==> src/rtl/seq_det_sched.sv <==
`default_nettype none
// ============================================================================
//  Module   : seq_det_sched
//  Purpose  : Round-robin scheduler that time-shares one external serial
//             Moore sequence detector among N requesters. For each granted
//             request the W-bit word is latched, the detector is cleared
//             through its async active-low reset, the word is shifted in
//             MSB-first, and the number of detector-high samples is
//             returned with a one-cycle done pulse.
//  Options  : SEQ_DET_FIXED_PRIO_EN - when defined, arbitration is fixed
//             priority (lowest index wins) and the round-robin pointer is
//             not consulted.
//  Revision : 1.0 - initial release
// ============================================================================
module seq_det_sched #(
    parameter int N  = 4,
    parameter int W  = 8,
    parameter int CW = $clog2(W + 1)
) (
    input  logic             clk,
    input  logic             nrst,
    input  logic [N-1:0]     req,
    input  logic [N*W-1:0]   data,
    output logic [N-1:0]     gnt,
    output logic             done,
    output logic [CW-1:0]    result,
    output logic             det_x,
    output logic             det_nrst,
    input  logic             det_y
);

    localparam int            PW         = (N > 1) ? $clog2(N) : 1;
    localparam logic [CW-1:0] C_LAST_BIT = CW'(W - 1);
    localparam logic [CW-1:0] C_ONE      = CW'(1);
    localparam logic [PW-1:0] C_PTR_RST  = PW'(N - 1);

    typedef enum logic [2:0] {
        S_IDLE  = 3'd0,
        S_CLEAR = 3'd1,
        S_SHIFT = 3'd2,
        S_DRAIN = 3'd3,
        S_DONE  = 3'd4
    } state_t;

    state_t          state_q,    state_d;
    logic [N-1:0]    gnt_q,      gnt_d;
    logic [PW-1:0]   ptr_q,      ptr_d;
    logic [W-1:0]    shreg_q,    shreg_d;
    logic [CW-1:0]   bit_cnt_q,  bit_cnt_d;
    logic [CW-1:0]   count_q,    count_d;
    logic [CW-1:0]   result_q,   result_d;
    logic            done_q,     done_d;
    logic            det_nrst_q, det_nrst_d;

    // Arbitration result: any request present and the winning index.
    logic            w_any;
    logic [PW-1:0]   w_win;

`ifdef SEQ_DET_FIXED_PRIO_EN
    // Fixed priority: scan high to low so the lowest requesting index is
    // the last (and therefore winning) assignment.
    always_comb begin
        w_any = 1'b0;
        w_win = '0;
        for (int i = N - 1; i >= 0; i--) begin
            if (req[i]) begin
                w_any = 1'b1;
                w_win = PW'(i);
            end
        end
    end
`else
    logic [PW-1:0]   w_scan;

    // Round-robin: candidates are ptr+1, ptr+2, ... (mod N). Scanning the
    // offsets from farthest to nearest lets the nearest requester win.
    always_comb begin
        w_any  = 1'b0;
        w_win  = '0;
        w_scan = '0;
        for (int k = N; k >= 1; k--) begin
            w_scan = PW'((int'(ptr_q) + k) % N);
            if (req[w_scan]) begin
                w_any = 1'b1;
                w_win = w_scan;
            end
        end
    end
`endif

    // State register and datapath flops; everything returns to idle
    // immediately on nrst, including mid-job.
    always_ff @(posedge clk or negedge nrst) begin
        if (!nrst) begin
            state_q    <= S_IDLE;
            gnt_q      <= '0;
            ptr_q      <= C_PTR_RST;
            shreg_q    <= '0;
            bit_cnt_q  <= '0;
            count_q    <= '0;
            result_q   <= '0;
            done_q     <= 1'b0;
            det_nrst_q <= 1'b0;
        end else begin
            state_q    <= state_d;
            gnt_q      <= gnt_d;
            ptr_q      <= ptr_d;
            shreg_q    <= shreg_d;
            bit_cnt_q  <= bit_cnt_d;
            count_q    <= count_d;
            result_q   <= result_d;
            done_q     <= done_d;
            det_nrst_q <= det_nrst_d;
        end
    end

    // Next-state and datapath updates for the job sequence
    // IDLE -> CLEAR -> SHIFT (W cycles) -> DRAIN -> DONE -> IDLE.
    always_comb begin
        state_d    = state_q;
        gnt_d      = gnt_q;
        ptr_d      = ptr_q;
        shreg_d    = shreg_q;
        bit_cnt_d  = bit_cnt_q;
        count_d    = count_q;
        result_d   = result_q;
        done_d     = 1'b0;
        det_nrst_d = det_nrst_q;

        unique case (state_q)
            S_IDLE: begin
                // Detector is released while waiting; a grant pulls its
                // reset low for the following CLEAR cycle.
                det_nrst_d = 1'b1;
                if (w_any) begin
                    shreg_d        = data[w_win*W +: W];
                    gnt_d          = '0;
                    gnt_d[w_win]   = 1'b1;
                    ptr_d          = w_win;
                    count_d        = '0;
                    bit_cnt_d      = '0;
                    det_nrst_d     = 1'b0;
                    state_d        = S_CLEAR;
                end
            end

            S_CLEAR: begin
                det_nrst_d = 1'b1;
                bit_cnt_d  = '0;
                state_d    = S_SHIFT;
            end

            S_SHIFT: begin
                shreg_d = shreg_q << 1;
                // In the first SHIFT cycle det_y still shows the cleared
                // detector, not a response to any of our bits.
                if ((bit_cnt_q != '0) && det_y) begin
                    count_d = count_q + C_ONE;
                end
                if (bit_cnt_q == C_LAST_BIT) begin
                    bit_cnt_d = '0;
                    state_d   = S_DRAIN;
                end else begin
                    bit_cnt_d = bit_cnt_q + C_ONE;
                end
            end

            S_DRAIN: begin
                // Response to the last shifted bit; publish the final count
                // so it is valid together with done in the DONE cycle.
                if (det_y) begin
                    count_d  = count_q + C_ONE;
                    result_d = count_q + C_ONE;
                end else begin
                    result_d = count_q;
                end
                done_d  = 1'b1;
                state_d = S_DONE;
            end

            S_DONE: begin
                gnt_d   = '0;
                state_d = S_IDLE;
            end

            default: begin
                gnt_d   = '0;
                state_d = S_IDLE;
            end
        endcase
    end

    assign gnt      = gnt_q;
    assign done     = done_q;
    assign result   = result_q;
    assign det_nrst = det_nrst_q;
    // Serial bit is only meaningful while shifting; held low otherwise.
    assign det_x    = (state_q == S_SHIFT) ? shreg_q[W-1] : 1'b0;

`ifndef SYNTHESIS
    a_gnt_onehot : assert property (@(posedge clk) disable iff (!nrst)
                                    $onehot0(gnt_q));
    a_done_gnt   : assert property (@(posedge clk) disable iff (!nrst)
                                    done_q |-> (gnt_q != '0));
`endif

endmodule
`default_nettype wire

==> config.mk <==
export PLATFORM = sky130hd
export DESIGN_NAME = seq_det_sched
export DESIGN_NICKNAME = d
export VERILOG_FILES = /design/src/rtl/seq_det_sched.sv
export SDC_FILE = /design/constraint.sdc
export NUM_CORES = 1
export LEC_CHECK = 0
export CAP_MARGIN = 25
export CORE_ASPECT_RATIO = 0.7
export CORE_UTILIZATION = 54
export CTS_BUF_LIST = sky130_fd_sc_hd__clkbuf_8
export CTS_CLUSTER_DIAMETER = 40
export DETAILED_ROUTE_END_ITERATION = 6
export PLACE_DENSITY_LB_ADDON = 0.2
export SYNTH_ARGS = -nofsm -noshare
export SYNTH_HDL_FRONTEND = slang
export SYNTH_SLANG_ARGS = --single-unit
==> constraint.sdc <==
create_clock -name clk -period 5 [get_ports clk]
set_input_delay 0.75 -clock clk [delete_from_list [all_inputs] [get_ports clk]]
set_output_delay 0.75 -clock clk [all_outputs]
set_load 0.1 [all_outputs]
==> flow_summary.toml, run 1 <==
[finish]
finalNetCount = 295
multiInputGateArea_um2 = 1079
seqCellArea_um2 = 778.2
num-fill-cells = 245
n_antenna_cell = 0
area_delta_synth_final_pct = 32.34
drive_gt1_share_pct = 7.480
fin_area_um2 = 2565

[clocking]
insertion_delay_ns = 0.28
clock_path_buffers = 2
hold_buffers = 0
cts_setup_buffers = 0
cts_inserted_buffers = 5
ctsHtreeMaxLevel = 2
cts-root-buf = "clkbuf_8"
cts_sinks = 31
clk_pin_slew_ns = 0.07
ctsResizeCount = 0
cts_tree = "built"

[synthesis]
synth-main-ff-cell = "dfrtp_1"
ys_types = 46
yosys_register_bits = 31
synth_enable_flop_cells = 0
async_flop_share_pct = 100.0
synth_nets = 247
avgSynthCellArea_um2 = 9.454
syn_inst = 205
yosysSeqAreaShare_pct = 40.15
syn-cell-area_um2 = 1938
synth_warnings = 0

[sta]
timing.final.crit_share_pct = 64.85
finalSetupViolCount = 0
worst_slew_pin_slew_ns = 0.9717
setup_slack_ns = 1.758
rsz0062_at_grt = "no"
slew_headroom_pct = 35.02
hold_viol = 0
finalSetupTns_ns = 0
max_freq_mhz = 308.4
post-route-min-period_ns = 3.242
skew_ns = 0.006393
drv_slew = 0

[place]
port_buffers = 49
place_congestion = 0.7728
place_ws_ns = 2.077
hpwl_um = 3021
place_area_um2 = 2447

[drt]
drcViolationCount = 0
drt-total-wl_um = 4241
firstDrtPassIters = 4
antenna_left = 0
wl_per_cell_um = 14.09
vias_per_cell = 5.621
drt-initial-drc-count = 104
vias = 1692

[grt]
met1_usage_pct = 34.32
gr-usage-all-layers_pct = 25.28
globalRouteOverflowTotal = 0
busiest_layer = "met2"
use_met2_pct = 41.13
grt_max_degree = 32
grt_pass1_wl_um = 7258
grtUsageMet3_pct = 6.395
antenna_found_initial = 0
grt_pass1_vias = 1556

[worst_setup_path]
cpMaxStageDelayCell = "clkdlybuf4s50_1"
crit_start = "state_q[0]"
start_kind = "flip-flop"
path_class = "reg -> out"
path_depth = 4
cpPeakStageDelay_ns = 1.13
crit_arrival_ns = 2.49
path_cells = "nor2_1 -> buf_4 -> and3_1 -> clkdlybuf4s50_1"
critPathTopFamily = "buffers and inverters"
path_buf_inv = 2
required_ns = 4.25
rrSetupSlack_ns = 3.06
crit_path_end_kind = "output pin"
cp_max_fo = 14
reg2regPathDepth = 6
r2r_start = "ptr_q[1]"

[pwr]
p_per_area_nw_per_um2 = 636.1
p_leak_uw = 0.001113
ir_drop_mv = 0.3741

[die]
start_util_pct = 59.17
dieArea_um2 = 3837
die_w_um = 73.61
core_region_area_um2 = 3276
rows = 17
ios = 50
fp.dieH_um = 52.13

[job]
drv_cap = 0

[hold_path]
worstHoldPathType = "reg -> reg"
min_from = "result[0]"
holdPathStages = 2

[run_status]
status = "finished clean"
## cell type report
class,count,share of cell area [%]
clock buffer,6,3.220
clock inverter,2,1.366
inverter,5,0.7317
multi-input combinational,158,42.05
sequential,31,30.34
tap,47,2.293
timing repair buffer,52,20.00
## state kept, by name, indices dropped and copies added, names as in the netlist
name and count:
shreg_q 8, bit_cnt_q 4, count_q 4, gnt 4
result 4, state_q 3, ptr_q 2, det_nrst 1
done 1
## path summary, 6_finish.rpt
kind	endpoint
worst max-delay path	det_x
worst min-delay path	result[0]
worst max register to register	shreg_q[7]
worst min register to register	result[0]
max in group asynchronous	ptr_q[0]
min in group asynchronous	result[1]
## Yosys cell counts, types with 2 or more instances
master	n	share of area [%]
o31a_1	7	3.2
mux2i_1	26	13
dfrtp_1	29	37
nor2_1	25	4.8
and3_1	3	0.97
o21ai_0	7	1.8
nand2_1	15	2.9
a21oi_1	7	1.8
inv_1	5	0.97
buf_2	2	0.52
nand2b_1	5	1.6
o21ai_1	5	1.3
o22ai_1	8	2.6
dfstp_2	2	2.7
o21a_1	2	0.77
ha_1	3	1.9
buf_6	2	1.2
nand3_1	3	0.77
nor2b_1	5	1.6
nor3_1	8	2.1
xnor2_1	3	1.4
clkbuf_1	5	0.97
a22oi_1	4	1.5
xor2_1	2	0.90
## kinds of logic (layout without fill, tap and decap cells)
group	after synthesis	after routing	share of synthesized area, %
AND/OR/NAND/NOR	69	69	17.43
XOR/XNOR	5	5	2.260
AO/OA/AOI/OAI	54	54	20.01
adder cells (fa/ha/maj)	3	3	1.937
buffers and inverters	16	65	4.196
flip-flops	31	31	40.16
multiplexers	27	27	14.01
## where the power goes
group | total (uW) | internal [uW] | switching (uW)
logic | 926 | 339 | 587
clock network | 256 | 161 | 95.3
registers | 449 | 355 | 94.2
## metrics by stage
stage | utilization (%) | total power, uW | std cells | hold WS (ns)
final | 78.30 | 1631 | 301 | 0.4980
after global routing | 78.30 | 1749 | 301 | 0.5294
after CTS | 78.30 | 1634 | 301 | 0.5005
after detailed placement | 74.71 | 1373 | 293 | 0.4855
after global placement | 74.71 | 1349 | 293 | 0.4641
after floorplan | - | 1171 | 205 | 0.4544
## tightest hold or removal path, cell delays in order (launching register included)
cell	delay [ns]
dfrtp_1	0.34
nand2_1	0.05
o21ai_0	0.07
## layer usage
layer,share of wire (%),vias to the layer above
li1,-,843
met1,48,802
met2,48,44
met3,4.4,3
met4,0.24,0
met5,0,-
## cells in the final DEF, fill, tap and decap left out, types with 2 or more instances in the layout
cell,n
clkdlybuf4s50_1,49
dfrtp_1,29
mux2i_1,26
nor2_1,25
nand2_1,15
nor3_1,8
o22ai_1,8
a21oi_1,7
o31a_1,7
o21ai_0,7
clkbuf_8,6
inv_1,5
nor2b_1,5
nand2b_1,5
o21ai_1,5
a22oi_1,4
and3_1,3
nand3_1,3
xnor2_1,3
ha_1,3
buf_4,3
o21a_1,2
xor2_1,2
dfstp_2,2
(Power assumes the default switching activity.)
==> run 2: changes to the inputs <==
CORE_UTILIZATION = 46   (was 54)
clock period = 2.68 ns   (was 5 ns; I/O delays follow)
==> run 2 against run 1 <==
Against the previous run:
- global-route usage fell by 5.0 points
- core utilization fell by 14 points
- critical endpoint unchanged
- critical path depth did not move
- die area rose by 17%
- worst hold slack got worse by 0.010 ns
- largest power group unchanged
- highest routed layer unchanged
==> flow_summary.toml, run 2 (synthesized netlist as in run 1, its figures left out) <==
[run_status]
status = "finished clean"

[die]
die_w_um = 79.58
fp.dieH_um = 56.31
dieArea_um2 = 4481
ios = 50
start_util_pct = 48.82
rows = 19
core_region_area_um2 = 3970

[clocking]
clock_path_buffers = 2
clk_pin_slew_ns = 0.07
cts_inserted_buffers = 5
ctsHtreeMaxLevel = 2
cts_tree = "built"
ctsResizeCount = 0
insertion_delay_ns = 0.29
cts_setup_buffers = 0
cts_sinks = 31
hold_buffers = 0
cts-root-buf = "clkbuf_8"

[hold_path]
hold_end = "result[1]"
holdPathStages = 2
min_from = "result[1]"
worstHoldPathType = "reg -> reg"

[sta]
holdWs_ns = 0.4879
hold_viol = 0
rsz0062_at_grt = "no"
slew_headroom_pct = 56.23
finalSetupViolCount = 0
max_freq_mhz = 459.6
finalSetupTns_ns = 0
drv_slew = 0
timing.final.crit_share_pct = 81.19
worst_slew_pin_slew_ns = 0.6566
skew_ns = 0.009771
post-route-min-period_ns = 2.176

[finish]
n_antenna_cell = 0
num-fill-cells = 322
regMostFlops = "shreg_q"
area_delta_synth_final_pct = 30.92
layout_common_cells = "clkdlybuf4s50_1 (38), dfrtp_1 (29), mux2i_1 (26)"
layout.cells.most_common = "clkdlybuf4s50_1"
largest_register_ffs = 8
drive_gt1_share_pct = 11.76
finalNetCount = 296

[drt]
drt-initial-drc-count = 86
drt-total-wl_um = 4094
vias = 1662
drcViolationCount = 0
vias_per_cell = 5.414
firstDrtPassIters = 4
wl_per_cell_um = 13.34
antenna_left = 0

[worst_setup_path]
cpPeakStageDelay_ns = 0.55
start_kind = "flip-flop"
critPathTopFamily = "flip-flops"
path_cells = "nor2_1 -> buf_4 -> and3_1 -> buf_12"
required_ns = 2.28
reg2regPathDepth = 5
cp_max_fo = 14
r2r_end = "ptr_q[1]"
crit_path_end_kind = "output pin"
path_buf_inv = 2
path_class = "reg -> out"
cpMaxStageDelayCell = "dfrtp_1"
crit_arrival_ns = 1.77
r2r_start = "state_q[0]"
rrSetupSlack_ns = 0.72

[pwr]
power_switching_uw = 1438
ir_drop_mv = 0.6787
power_frac_clock_pct = 12.8
p_per_area_nw_per_um2 = 1158
switching_share_pct = 48.94
p_leak_uw = 0.001130
sequentialPowerShare_pct = 30.0
internal_power_uw = 1501
p_comb_share_pct = 57.2

[place]
hpwl_um = 2979
port_buffers = 49
place_congestion = 0.8012

[grt]
globalRouteOverflowTotal = 0
antenna_found_initial = 0
grt_pass1_wl_um = 6962
gr-usage-all-layers_pct = 20.24
grt_max_degree = 32
grt_pass1_vias = 1541

[job]
drv_cap = 0
[run 2: cell types whose count changed in the layout (fill, tap and decap cells not counted)]
cell             change
buf_4               +11
clkdlybuf4s50_1     -11
buf_12               +1
bufinv_16            -1
inv_1                +1
[run 2: power by group through the flow]
stage	logic [uW]	clock network, uW	registers, uW
floorplan	1040	0	1150
global route	1830	408	912
global placement	1660	0	882
CTS	1690	387	880
detailed placement	1680	0	887
finish	1680	376	882
[run 2: metal layers]
| layer | up-vias | GRT usage, % | part of all wire [%] |
|---|---|---|---|
| li1 | 837 | - | - |
| met1 | 764 | 27.58 | 49 |
| met2 | 54 | 30.53 | 45 |
| met3 | 7 | 4.390 | 5.2 |
| met4 | 0 | 9.610 | 1.3 |
| met5 | - | 0 | 0 |
[run 2: layout make-up]
cell class	instances	area (um2)	area share, %
multi-input cells	158	1079	42.50
clock buffers	6	82.58	3.254
repair buffers	53	505.5	19.92
flip-flops and latches	31	778.2	30.67
well taps	52	65.06	2.564
inverters	5	18.77	0.7396
clock inverters	2	8.758	0.3452
[run 2: how the worst max path moves through the flow]
stage / from / end / slack [ns] / depth (start not counted)
finish: state_q[0] / det_x / 0.50 / 4
global route: state_q[0] / det_x / 0.39 / 4
CTS: state_q[0] / det_x / 0.52 / 4
detailed placement: req[3] / count_q[2] / 0.27 / 7
global placement: req[3] / count_q[2] / 0.30 / 7
floorplan: state_q[1] / det_x / 0.47 / 3
[run 2: stage by stage]
| stage | std cells | setup slack (ns) | instance area [um2] | total power, uW | utilization (%) |
|---|---|---|---|---|---|
| 3_5_place_dp | 299 | 0.2670 | 2446 | 2569 | 61.61 |
| 2_1_floorplan | 205 | 0.4741 | 1938 | 2185 | - |
| 6_report | 307 | 0.5040 | 2537 | 2939 | 63.91 |
| 3_3_place_gp | 299 | 0.2998 | 2446 | 2541 | 61.61 |
| 5_1_grt | 307 | 0.3878 | 2537 | 3149 | 63.91 |
| 4_1_cts | 307 | 0.5186 | 2537 | 2955 | 63.91 |
[run 2: worst register-to-register path: cells and delay by family (launching register included)]
kind	cells	cell delay (ns)
and+or+nand+nor	3	0.75
DFF	1	0.55
muxes	1	0.36
buffers and inverters	1	0.23
==> run 3: changes to the inputs <==
CORE_UTILIZATION = 51   (was 46)
clock period = 2.15 ns   (was 2.68 ns; I/O delays follow)
==> run 3 against run 2 <==
Against the previous run:
- non-clock buffer count is 12 higher
- clock skew down 0.0060 ns
- worst hold slack got worse by 0.053 ns
- sequential share of layout area decreased by 1.1 points
- total power is 28% higher
- sequential power is 19% higher
- clock power grew 16%
- via count grew 2.3%
- design area increased by 3.6%
- critical endpoint unchanged
- largest power group unchanged
==> flow_summary.toml, run 3 (synthesized netlist as in run 1, its figures left out) <==
[clocking]
ctsResizeCount = 0
cts-root-buf = "clkbuf_8"
cts_sinks = 31
cts_inserted_buffers = 5
clk_pin_slew_ns = 0.07
cts_tree = "built"
insertion_delay_ns = 0.28
clock_path_buffers = 2
hold_buffers = 0
cts_setup_buffers = 0
ctsHtreeMaxLevel = 2

[sta]
finalSetupTns_ns = 0
setup_slack_ns = 0.2326
finalSetupViolCount = 0
post-route-min-period_ns = 1.917
max_freq_mhz = 521.6
timing.final.crit_share_pct = 89.18
slew_headroom_pct = 71.28
skew_ns = 0.003813
hold_viol = 0
drv_slew = 0
holdWs_ns = 0.4352
rsz0062_at_grt = "no"
worst_slew_pin_slew_ns = 0.4309

[worst_setup_path]
path_cells = "nor2_1 -> buf_4 -> and3_1 -> buf_12"
cp_max_fo = 14
path_class = "reg -> out"
crit_arrival_ns = 1.59
cpPeakStageDelay_ns = 0.51
path_buf_inv = 2
critPathTopFamily = "flip-flops"
rrSetupSlack_ns = 0.24
crit_path_end_kind = "output pin"
required_ns = 1.83
start_kind = "flip-flop"
cpMaxStageDelayCell = "dfrtp_1"

[drt]
wl_per_cell_um = 13.20
drt-total-wl_um = 4184
drt-initial-drc-count = 112
vias = 1701
antenna_left = 0
drcViolationCount = 0
firstDrtPassIters = 4
vias_per_cell = 5.366

[grt]
globalRouteOverflowTotal = 0
gr-usage-all-layers_pct = 22.05
grt_pass1_vias = 1412
grt_pass1_wl_um = 6513
antenna_found_initial = 0
grt_max_degree = 32

[pwr]
p_per_area_nw_per_um2 = 1428
p_comb_share_pct = 60.4
internal_power_uw = 1937
p_leak_uw = 0.001187
ir_drop_mv = 1.179
power_switching_uw = 1820
switching_share_pct = 48.44
power_frac_clock_pct = 11.6
sequentialPowerShare_pct = 28.0

[finish]
drive_gt1_share_pct = 16.10
largest_register_ffs = 8
layout_common_cells = "clkdlybuf4s50_1 (38), dfrtp_1 (29), mux2i_1 (26)"
regMostFlops = "shreg_q"
final_util_pct = 73.45
n_antenna_cell = 0
finalNetCount = 308
layout.cells.most_common = "clkdlybuf4s50_1"
fin_area_um2 = 2630
area_delta_synth_final_pct = 35.70

[place]
place_congestion = 0.7662
place_ws_ns = -0.06310
port_buffers = 49
place_area_um2 = 2546
hpwl_um = 3221

[die]
fp.dieH_um = 53.58
core_region_area_um2 = 3581
ios = 50
die_w_um = 75.68
dieArea_um2 = 4055
start_util_pct = 54.12
rows = 18

[run_status]
status = "finished clean"

[hold_path]
worstHoldPathType = "in -> async"

[job]
drv_cap = 0
-- run 3: cell types whose count changed in the layout (fill, tap and decap cells not counted) --
cell | previous run | this run
buf_4 | 14 | 25
clkinv_2 | 1 | 3
clkbuf_8 | 6 | 5
buf_12 | 1 | 2
inv_1 | 6 | 5
-- run 3: final cells by class --
class                   instances  area, um2
multi-input cells             158       1079
clock inverters                 3      15.01
repair buffers                 65      608.1
flip-flops and latches         31      778.2
well taps                      50      62.56
clock buffers                   5      68.82
inverters                       5      18.77
fillers                       274      950.9
-- run 3: power by group through the flow --
stage          clock [uW]  combinational, uW  sequential (uW)
2_1_floorplan           0               1290             1430
3_3_place_gp            0               2220             1050
3_5_place_dp            0               2270             1060
4_1_cts               447               2270             1050
5_1_grt               474               2440             1080
6_report              436               2270             1050
-- run 3: worst register-to-register path: stages, from the launching register on --
cell and delay [ns]:
dfstp_2 0.60, nand2_1 0.08, o2bb2ai_2 0.17, nor2_8 0.33
mux2i_1 0.23, mux2i_1 0.09, a211o_1 0.30
-- run 3: per-stage QoR --
step                      power, uW  instances
after global routing           4002        317
after detailed placement       3325        309
after global placement         3264        309
final                          3757        317
after CTS                      3766        317
after floorplan                2723        205
-- run 3: layer usage --
layer	up-vias	track usage (%)	part of all wire, %	wire [um]
met5	-	0	0	0
met1	798	30.99	49	2041
met4	0	6.481	0.81	34
met3	5	5.618	4.2	177
met2	40	33.63	46	1931
li1	858	-	-	-
-- run 3: path summary, 6_finish.rpt --
kind                             from          to  depth (start not counted)
min in group clk            result[0]   result[0]                          2
setup reg to reg             ptr_q[1]  shreg_q[0]                          6
hold reg to reg             result[0]   result[0]                          2
max in group asynchronous        nrst    ptr_q[1]                          2
setup / recovery           state_q[2]       det_x                          4
hold / removal                   nrst      gnt[0]                          2
